`config.mk`:
```
export PLATFORM = sky130hd
export DESIGN_NAME = baud_rate_clk
export DESIGN_NICKNAME = d
export VERILOG_FILES = /design/src/rtl/uart_pkg.sv /design/src/rtl/tick_divider.sv /design/src/rtl/baud_rate_clk.sv
export SDC_FILE = /design/constraint.sdc
export NUM_CORES = 1
export LEC_CHECK = 0
export ABC_CLOCK_PERIOD_IN_PS = 2500
export BUFFER_PORTS_ARGS = -buffer_cell sky130_fd_sc_hd__buf_2
export CAP_MARGIN = 15
export CORE_MARGIN = 5
export CORE_UTILIZATION = 60
export CTS_CLUSTER_SIZE = 8
export DETAILED_ROUTE_END_ITERATION = 16
export GPL_TIMING_DRIVEN = 0
export PLACE_DENSITY = 0.78
export SLEW_MARGIN = 20
export SYNTH_ARGS = -nofsm -noshare
export SYNTH_HDL_FRONTEND = slang
export SYNTH_SLANG_ARGS = --single-unit
```
`constraint.sdc`:
```
create_clock -name clk -period 2.5 [get_ports clk]
set_input_delay 0.375 -clock clk [delete_from_list [all_inputs] [get_ports clk]]
set_output_delay 0.375 -clock clk [all_outputs]
set_load 0.05 [all_outputs]
```
`src/rtl/uart_pkg.sv`:
```
// uart_pkg: shared UART constants and divisor rounding used by the timing and tx/rx blocks.
//   DEF_OVERSAMPLE : default rx ticks per bit
//   calc_div       : rounds freq/rate to the nearest integer divisor
package uart_pkg;
  localparam int DEF_OVERSAMPLE = 16;
  function automatic int calc_div(input int freq, input int rate);
    return (freq + rate / 2) / rate;
  endfunction
endpackage

```
`src/rtl/tick_divider.sv`:
```
// tick_divider: free-running counter that emits a one-cycle registered tick every DIV cycles.
//   clk  in  system clock
//   rst  in  synchronous reset, active-low
//   tick out high for one cycle after each DIV-th enabled edge
module tick_divider #(
  parameter int DIV = 2
) (
  input  logic clk,
  input  logic rst,
  output logic tick
);
  localparam int W = DIV > 1 ? $clog2(DIV) : 1;
  logic [W-1:0] cnt;
  logic wrap;
  assign wrap = cnt == W'(DIV - 1);
  always_ff @(posedge clk) begin
    if (!rst) begin
      cnt  <= '0;
      tick <= 1'b0;
    end else begin
      cnt  <= wrap ? '0 : cnt + W'(1);
      tick <= wrap;
    end
  end
endmodule

```
`src/rtl/baud_rate_clk.sv`:
```
// baud_rate_clk: UART timing generator producing baud and oversample clock-enable ticks.
//   clk    in  system clock, FREQUENCY Hz
//   rst    in  synchronous reset, active-low
//   tx_clk out one-cycle tick every TX_DIV cycles (baud rate)
//   rx_clk out one-cycle tick every RX_DIV cycles (OVERSAMPLE x baud rate)
module baud_rate_clk
  import uart_pkg::*;
#(
  parameter int BAUD_RATE  = 115200,
  parameter int FREQUENCY  = 100000000,
  parameter int OVERSAMPLE = DEF_OVERSAMPLE
) (
  input  logic clk,
  input  logic rst,
  output logic tx_clk,
  output logic rx_clk
);
  localparam int TX_DIV = calc_div(FREQUENCY, BAUD_RATE);
  localparam int RX_DIV = calc_div(FREQUENCY, OVERSAMPLE * BAUD_RATE);
  // A divisor below 2 would hold the tick permanently high.
  if (TX_DIV < 2 || RX_DIV < 2) begin : g_div_check
    $error("baud_rate_clk: TX_DIV=%0d RX_DIV=%0d, both must be >= 2", TX_DIV, RX_DIV);
  end
  tick_divider #(.DIV(TX_DIV)) u_tx (.clk(clk), .rst(rst), .tick(tx_clk));
  tick_divider #(.DIV(RX_DIV)) u_rx (.clk(clk), .rst(rst), .tick(rx_clk));
endmodule

```
# Word level (Yosys, flattened, before mapping)
# Cells that the tools add are included.
dict set report totals {
  reg_bits 18
  inputBits 2
  output_inout_bits 2
  word_cells 11
}
dict set report classes {
  n_eq_ne 2
  bitwise_logic 1
  n_addsub 2
  reduce_logical 2
}
# op n
set op_table {}
lappend op_table {{$add 10x1->10 const B} 1}
lappend op_table {{$eq 10x10->1 const B} 1}
lappend op_table {{$add 6x1->6 const B} 1}
lappend op_table {{$eq 6x6->1 const B} 1}
lappend op_table {{$reduce_or 2->1} 2}
lappend op_table {{$not 1->1} 1}

# Depth between registers and ports, before layout
# Gate-level depths: netlist of the first run.
dict set report logic_depth {
  ltp_word 2
  mapped_depth 5
  depth_no_buf 5
}

# Cells and area by module
# A second synthesis of the first run with hierarchy kept.
dict set report unflattened {
  hier_cells 83
  area_unflattened_um2 767.0
}
# module n_inst cells_each seq_area_each_um2 area_per_inst_um2
set modules_own_cells {}
lappend modules_own_cells {{tick_divider at u_tx} 1 55 220.2 495.5}
lappend modules_own_cells {{tick_divider at u_rx} 1 28 140.1 271.5}

# Least setup slack after synthesis of the first run
# No wires, ideal clock.
dict set report synth_path {
  path_type {register to register}
  startpoint {register u_tx.cnt[0]}
  endpoint {register u_tx.cnt[2]}
  path_slack_ps 1313
  required_ps 2381
  stages_incl_launch_ff 6
  arrival_ps 1067
  path_buffers 0
  cell_sequence {dfxtp_1 -> ha_1 -> and2_1 -> nand2_2 -> o21ai_4 -> nor2_1}
}
dict set report synth_via {
  elab_chain_len 2
  word_cells_on_any_way 3
  classes_between {add/sub (1); eq/ne (1); reduce/logical (1)}
}
# item line_no
set synth_lines {}
lappend synth_lines {{from (decl)} tick_divider.sv:13} ;# logic [W-1:0] cnt;
lappend synth_lines {{from (signal assigned)} tick_divider.sv:21} ;# cnt <= wrap ? '0 : cnt + W'(1);
lappend synth_lines {{branches (longest 2 deep; another with $add 10x1->10)} n/a}
# Parallel ways; which one is timed is not known.
# A chain may end at the register's enable or synchronous reset.

# Worst setup path in the final report of the first run
dict set report layout_path {
  startpoint {register u_tx.cnt[0]}
  endpoint {register u_tx.cnt[5]}
}
# Same word-level chain as after synthesis.

==> summary.txt, run 1 <==
Outcome
  – Outcome: complete, no violations

Finish
  – Synthesis-to-finish area growth: 7.11%
  – Fin area: 848 sq um
  – Final Util: 0.669
  – Fraction of layout cells with a size suffix above 1: 0.157
  – # diodes: 0
  – Nets: 97
  – Fillers: 109

STA
  – RSZ-0062 raised after global routing: false
  – Final worst slack: 1.14 ns
  – Max frequency: 0.736 GHz
  – Slew headroom: 0.806
  – Hold Fails Final Rpt: 0
  – Period utilisation layout: 0.544
  – Setup Skew: 0.00719 ns
  – Post-layout min period: 1.36 ns
  – Final setup fails: 0
  – Setup_tns: 0 ns
  – Final-report max-slew violation count: 0
  – Slew @ Worst Pin: 0.288 ns

Die
  – Initial core utilization: 0.624
  – Row count: 13
  – Die Y: 46.3 microns
  – Core Area: 1270 sq um
  – IO Count: 4
  – Die X: 46.3 microns
  – Die Area: 2150 sq um

Global routing
  – First-pass GRT wire length: 2240 microns
  – Global Route Usage Sum: 0.152
  – Met3 Use GR: 0.0234
  – GR Overflow Total: 0
  – Number of global-route vias before repair: 512
  – Top Usage Layer GRT: met2
  – GR Util met1: 0.192
  – Largest net degree at the start of global routing: 10
  – Met2 Use GR: 0.234
  – Initial antenna violation count: 0

Place
  – DP Worst Slack: 1.13 ns
  – Placer Congestion: 0.788
  – Hpwl dp: 954 microns
  – Dpl cell area: 826 sq um
  – IO Port Bufs: 3

Hold path
  – Worst hold path type: in2reg

CTS
  – CTS tree: built
  – CTS buffer count: 3
  – Post_cts resized: 0
  – Clk_lat worst skew: 0.30 ns
  – Clock root buffer master: clkbuf_4
  – Maximum root-to-sink buffer count: 2
  – Reg clk slew, reported paths: 0.10 ns
  – # clock sinks: 18
  – Postcts setup bufs: 0
  – Hold buffers post-CTS: 0
  – Deepest level of the CTS H-tree: 1

Setup path
  – CP Class: reg2reg
  – Arr. time, crit path: 1.55 ns
  – Endpoint class of the critical path: flip-flop
  – Critical path required time: 2.69 ns
  – Crit path max fanout: 6
  – Nature of the critical path startpoint: flip-flop

Routing
  – DRT Pass-1 Iters: 4
  – Via/cell ratio: 5.40
  – Routed Wire Length: 1250 microns
  – Post-detailed-route wirelength per cell: 12.0 microns
  – Drc violations: 0
  – Via Count: 562
  – Antenna-violating nets left: 0
  – 1st-iter DRT viols: 6

Logic synthesis
  – Syn_nets: 89
  – Synthesized flop and latch total: 18
  – Syn_area_per_cell: 9.54 sq um
  – Syn Std Cell Area: 792 sq um
  – Synthesized instance count: 83
  – Yosys warnings: 0
  – Distinct cells, synth: 28
  – Register area share after synthesis: 0.455

Pwr
  – LEAKAGE: 0.000310 uW
  – Pwr dens: 567 nW/um^2
  – Max VDD drop: 341 uV
  – Pwr Total: 481 uW

Run
  – Maxcap violations: 0
registers in the layout, indices dropped and copies added, names as in the netlist:
name	count
u_tx.cnt	10
u_tx.tick	1
u_rx.cnt	6
u_rx.tick	1
routing by layer:
layer | up-vias | wire length (microns)
met1 | 259 | 631
met2 | 7 | 544
met4 | 0 | 32
met5 | - | 0
li1 | 293 | -
met3 | 3 | 43
critical path: stages, from the launching register on:
cell	delay, ns
dfxtp_1	0.44
ha_1	0.22
and2_1	0.19
nand2_2	0.10
o21ai_4	0.22
nor2_1	0.08
final cells by class:
class	instances	area (sq um)	area share
well taps	15	18.8	0.0221
repair buffers	3	15.0	0.0177
flip-flops and latches	18	360	0.425
inverters	4	15.0	0.0177
multi-input cells	61	417	0.491
clock buffers	3	22.5	0.0265
cell usage after synthesis:
cell type	instances	area [sq um]
a21oi_1	3	15.0
nand3_4	1	17.5
nand3b_1	1	7.51
nor4_1	1	6.26
a31oi_1	1	6.26
nor2b_1	1	6.26
o21ai_1	1	5.00
and2_1	1	6.26
nor4_4	1	21.3
xnor2_1	5	43.8
and4_2	1	10.0
nor2_1	17	63.8
inv_1	4	15.0
a22oi_1	1	7.51
a21oi_2	1	8.76
nand4_1	1	6.26
nand3_1	5	25.0
nand2_2	1	6.26
o211ai_1	1	7.51
nor3_2	1	10.0
nor3_1	1	5.00
o21ai_4	1	16.3
ha_1	4	50.1
dfxtp_1	18	360
o21ai_0	1	5.00
nand2_1	4	15.0
nand3_2	1	10.0
xor2_1	4	35.0
metrics by stage:
stage / hold WS (ns) / cells
floorplan: 0.433 / 83
global placement: 0.452 / 101
detailed placement: 0.460 / 101
CTS: 0.383 / 104
global route: 0.399 / 104
finish: 0.375 / 104
power by group:
group | internal, uW | leakage (uW) | switching [uW]
clock | 56.2 | 0.0000138 | 86.4
combinational | 13.9 | 0.000150 | 16.3
sequential | 296 | 0.000146 | 11.8
placed cells by master, fill, tap and decap left out, types with 3 or more instances in the layout:
cell      Yosys  routed
xnor2_1       5       5
inv_1         4       4
buf_2         0       3
ha_1          4       4
nand3_1       5       5
dfxtp_1      18      18
xor2_1        4       4
nand2_1       4       4
clkbuf_4      0       3
a21oi_1       3       3
nor2_1       17      17
final timing paths:
path | slack [ns] | endpoint | from | cells past startpoint
setup / recovery | 1.14 | u_tx.cnt[5] | u_tx.cnt[0] | 5
hold / removal | 0.38 | u_tx.cnt[1] | rst | 3
setup reg to reg | 1.14 | u_tx.cnt[5] | u_tx.cnt[0] | 5
hold reg to reg | 0.48 | u_rx.cnt[0] | u_rx.cnt[0] | 1
cell families (layout without fill, tap and decap cells):
family | after synthesis | in the layout | share of synthesized area
AOI/OAI and AO/OA | 10 | 10 | 0.0900
xor gates and xnor gates | 9 | 9 | 0.0995
adders and majority gates | 4 | 4 | 0.0632
buffers and inverters | 4 | 10 | 0.0190
DFF | 18 | 18 | 0.455
and+or+nand+nor | 38 | 38 | 0.273
Note: power is estimated with default switching activity, not from simulation.
==> run 2, diff against run 1 <==
--- a/config.mk
+++ b/config.mk
@@ -5,15 +5,15 @@
 export SDC_FILE = /design/constraint.sdc
 export NUM_CORES = 1
 export LEC_CHECK = 0
-export ABC_CLOCK_PERIOD_IN_PS = 2500
+export ABC_CLOCK_PERIOD_IN_PS = 1200
 export BUFFER_PORTS_ARGS = -buffer_cell sky130_fd_sc_hd__buf_2
 export CAP_MARGIN = 15
 export CORE_MARGIN = 5
-export CORE_UTILIZATION = 60
+export CORE_UTILIZATION = 51
 export CTS_CLUSTER_SIZE = 8
 export DETAILED_ROUTE_END_ITERATION = 16
 export GPL_TIMING_DRIVEN = 0
-export PLACE_DENSITY = 0.78
+export PLACE_DENSITY = 0.71
 export SLEW_MARGIN = 20
 export SYNTH_ARGS = -nofsm -noshare
 export SYNTH_HDL_FRONTEND = slang
==> constraint.sdc (replaced) <==
create_clock -name clk -period 1.2 [get_ports clk]
set_input_delay 0.18 -clock clk [delete_from_list [all_inputs] [get_ports clk]]
set_output_delay 0.18 -clock clk [all_outputs]
set_load 0.05 [all_outputs]
==> run 2 against run 1 <==
The flow now finishes with violations (setup timing). Fmax rose by 7.9%. Final cell count rose by 4.8%. First-iteration DRC count fell by 33%. Combinational power rose by 130%.
==> summary.txt, run 2 (same netlist as run 1, synthesis figures left out) <==
CTS
  – Clock root buffer master: clkbuf_4
  – CTS buffer count: 3 (unchanged)
  – CTS tree: built
  – Reg clk slew, reported paths: 0.09 ns (about the same)
  – Maximum root-to-sink buffer count: 2 (unchanged)
  – Deepest level of the CTS H-tree: 1 (unchanged)
  – # clock sinks: 18 (unchanged)
  – Clk_lat worst skew: 0.28 ns (-0.02 ns)

Finish
  – Most flop-heavy register: u_tx.cnt
  – Area of the multi-input gates: 434 sq um (+4.2%)
  – Nets: 101 (+4.1%)
  – Final Util: 0.613 (-0.0552)
  – Commonest non-fill, non-tap cell in the layout: nor2_1
  – # diodes: 0 (unchanged)
  – Fraction of layout cells with a size suffix above 1: 0.312 (+0.155)
  – Commonest cells after routing, fill and taps aside: 17 x nor2_1, 11 x dfxtp_1, 5 x xnor2_1, 5 x nand3_1
  – Largest registers: u_tx.cnt: 10 flops, u_rx.cnt: 6 flops
  – Synthesis-to-finish area growth: 15.3%
  – Max reg flops: 10 (unchanged)
  – Register area: 377 sq um (+4.5%)
  – Fillers: 122 (+12%)

Pwr
  – LEAKAGE: 0.000332 uW (+7.0%)
  – Pwr dens: 1090 nW/um^2 (+92%)
  – Pwr Total: 996 uW (+110%)
  – Max VDD drop: 762 uV (+120%)

Routing
  – Post-detailed-route wirelength per cell: 11.5 microns (-4.7%)
  – DRT Pass-1 Iters: 4 (unchanged)
  – 1st-iter DRT viols: 4 (-2)
  – Routed Wire Length: 1250 microns (-0.16%)
  – Drc violations: 0 (unchanged)
  – Antenna-violating nets left: 0 (unchanged)
  – Via Count: 568 (+1.1%)
  – Via/cell ratio: 5.21 (-3.6%)

Outcome
  – Outcome: finished with violations
  – Failing checks: setup timing

Hold path
  – Hold depth: 3 (unchanged)
  – Worst hold path type: in2reg
  – Min-delay src: rst
  – Worst hold path endpoint: u_tx.cnt[5]

STA
  – Setup Skew: 0.000716 ns (-0.00647 ns)
  – Final worst slack: -0.0601 ns (-1.20 ns)
  – Slew @ Worst Pin: 0.278 ns (-0.00993 ns)
  – RSZ-0062 raised after global routing: true
  – Post-layout min period: 1.26 ns (-0.0993 ns)
  – Final setup fails: 8 (+8)
  – Hold Fails Final Rpt: 0 (unchanged)
  – Final-report max-slew violation count: 0 (unchanged)
  – Period utilisation layout: 1.05 (+0.506)
  – Max frequency: 0.794 GHz (+7.9%)
  – Slew headroom: 0.813 (+0.00700)

Global routing
  – Largest net degree at the start of global routing: 10 (unchanged)
  – First-pass GRT wire length: 2280 microns (+1.9%)
  – Number of global-route vias before repair: 537 (+4.9%)
  – GR Overflow Total: 0 (unchanged)
  – Initial antenna violation count: 0 (unchanged)
  – Global Route Usage Sum: 0.120 (-0.0319)

Setup path
  – Arr. time, crit path: 1.44 ns (-0.11 ns)
  – CP Class: reg2reg
  – Register-to-register setup slack: -0.06 ns (-1.20 ns)
  – R2R cell count: 5 (unchanged)
  – Critical path required time: 1.38 ns (-1.31 ns)
  – Worst flop-to-flop path startpoint: u_tx.cnt[4]
  – Endpoint class of the critical path: flip-flop
  – Critical R2R Capture: u_tx.cnt[6]
  – Crit path max fanout: 5 (-1)
  – Nature of the critical path startpoint: flip-flop

Run
  – Maxcap violations: 0 (unchanged)

Die
  – IO Count: 4 (unchanged)
  – Die Area: 2440 sq um (+14%)
  – Row count: 14 (+1)
  – Core Area: 1490 sq um (+17%)
  – Initial core utilization: 0.532 (-0.0923)
  – Die X: 49.4 microns (+6.6%)
  – Die Y: 49.4 microns (+6.6%)

Place
  – IO Port Bufs: 3 (unchanged)
  – Placer Congestion: 0.759 (-3.6%)
  – Hpwl dp: 918 microns (-3.8%)
-- run 2: cell count changes in the layout (fill, tap and decap cells not counted), moves of 3 or more --
cell | previous run | this run
dfxtp_2 | 0 | 4
dfxtp_4 | 0 | 3
dfxtp_1 | 18 | 11
buf_4 | 0 | 4
-- run 2: final cells by class --
| type | instances | area share |
|---|---|---|
| Clock buffer | 3 | 0.0247 |
| Inverter | 4 | 0.0164 |
| Multi-Input combinational cell | 61 | 0.475 |
| Sequential cell | 18 | 0.412 |
| Tap cell | 16 | 0.0219 |
| Timing Repair Buffer | 7 | 0.0493 |
-- run 2: repair_timing --
action,4_1_cts,5_1_grt
hold buffers,0,0
pin swaps,7,6
endpoints found under the setup margin,9,9
resized for setup,11,5
setup buffers,1,3
-- run 2: metrics by stage --
stage | cell area (sq um) | hold WS (ns) | setup WS (ns) | TNS, ns | cells
2_1_floorplan | 792 | 0.326 | 0.0132 | 0 | 83
3_3_place_gp | 827 | 0.448 | -0.133 | -0.852 | 102
3_5_place_dp | 827 | 0.460 | -0.135 | -0.980 | 102
4_1_cts | 875 | 0.185 | -0.0570 | -0.307 | 106
5_1_grt | 913 | 0.182 | -0.131 | -0.930 | 109
6_report | 913 | 0.189 | -0.0601 | -0.292 | 109
-- run 2: per-layer routing --
layer  wire (microns)  vias to the layer above  track usage  part of all wire
met5                0                        -            0                 0
met4               19                        0       0.0349             0.015
met3               74                        3       0.0612             0.059
met2              579                       10        0.180              0.46
met1              577                      252        0.148              0.46
li1                 -                      303            -                 -
-- run 2: worst max-delay path by stage --
stage / start / end / slack (ns) / cells after the start
floorplan: u_tx.cnt[0] / u_tx.cnt[2] / 0.01 / 5
detailed placement: u_tx.cnt[0] / u_tx.cnt[5] / -0.14 / 5
finish: u_tx.cnt[4] / u_tx.cnt[6] / -0.06 / 5
global placement: u_tx.cnt[0] / u_tx.cnt[2] / -0.13 / 5
global route: u_tx.cnt[4] / u_tx.cnt[0] / -0.13 / 4
CTS: u_tx.cnt[7] / u_tx.cnt[4] / -0.06 / 4
-- run 2: report_power, final --
part	switching [uW]	total (uW)	leakage, uW	internal, uW
registers	25.4	639	0.000150	614
clock network	170	287	0.0000138	117
logic	34.6	69.6	0.000167	34.9
total	230	996	0.000332	765
-- run 2: critical path, cell delays in order, from the launching register on --
cell and delay, ns:
dfxtp_4 0.38, nor4_4 0.34, buf_4 0.16, a31oi_1 0.08, o21ai_1 0.13, a21oi_1 0.07
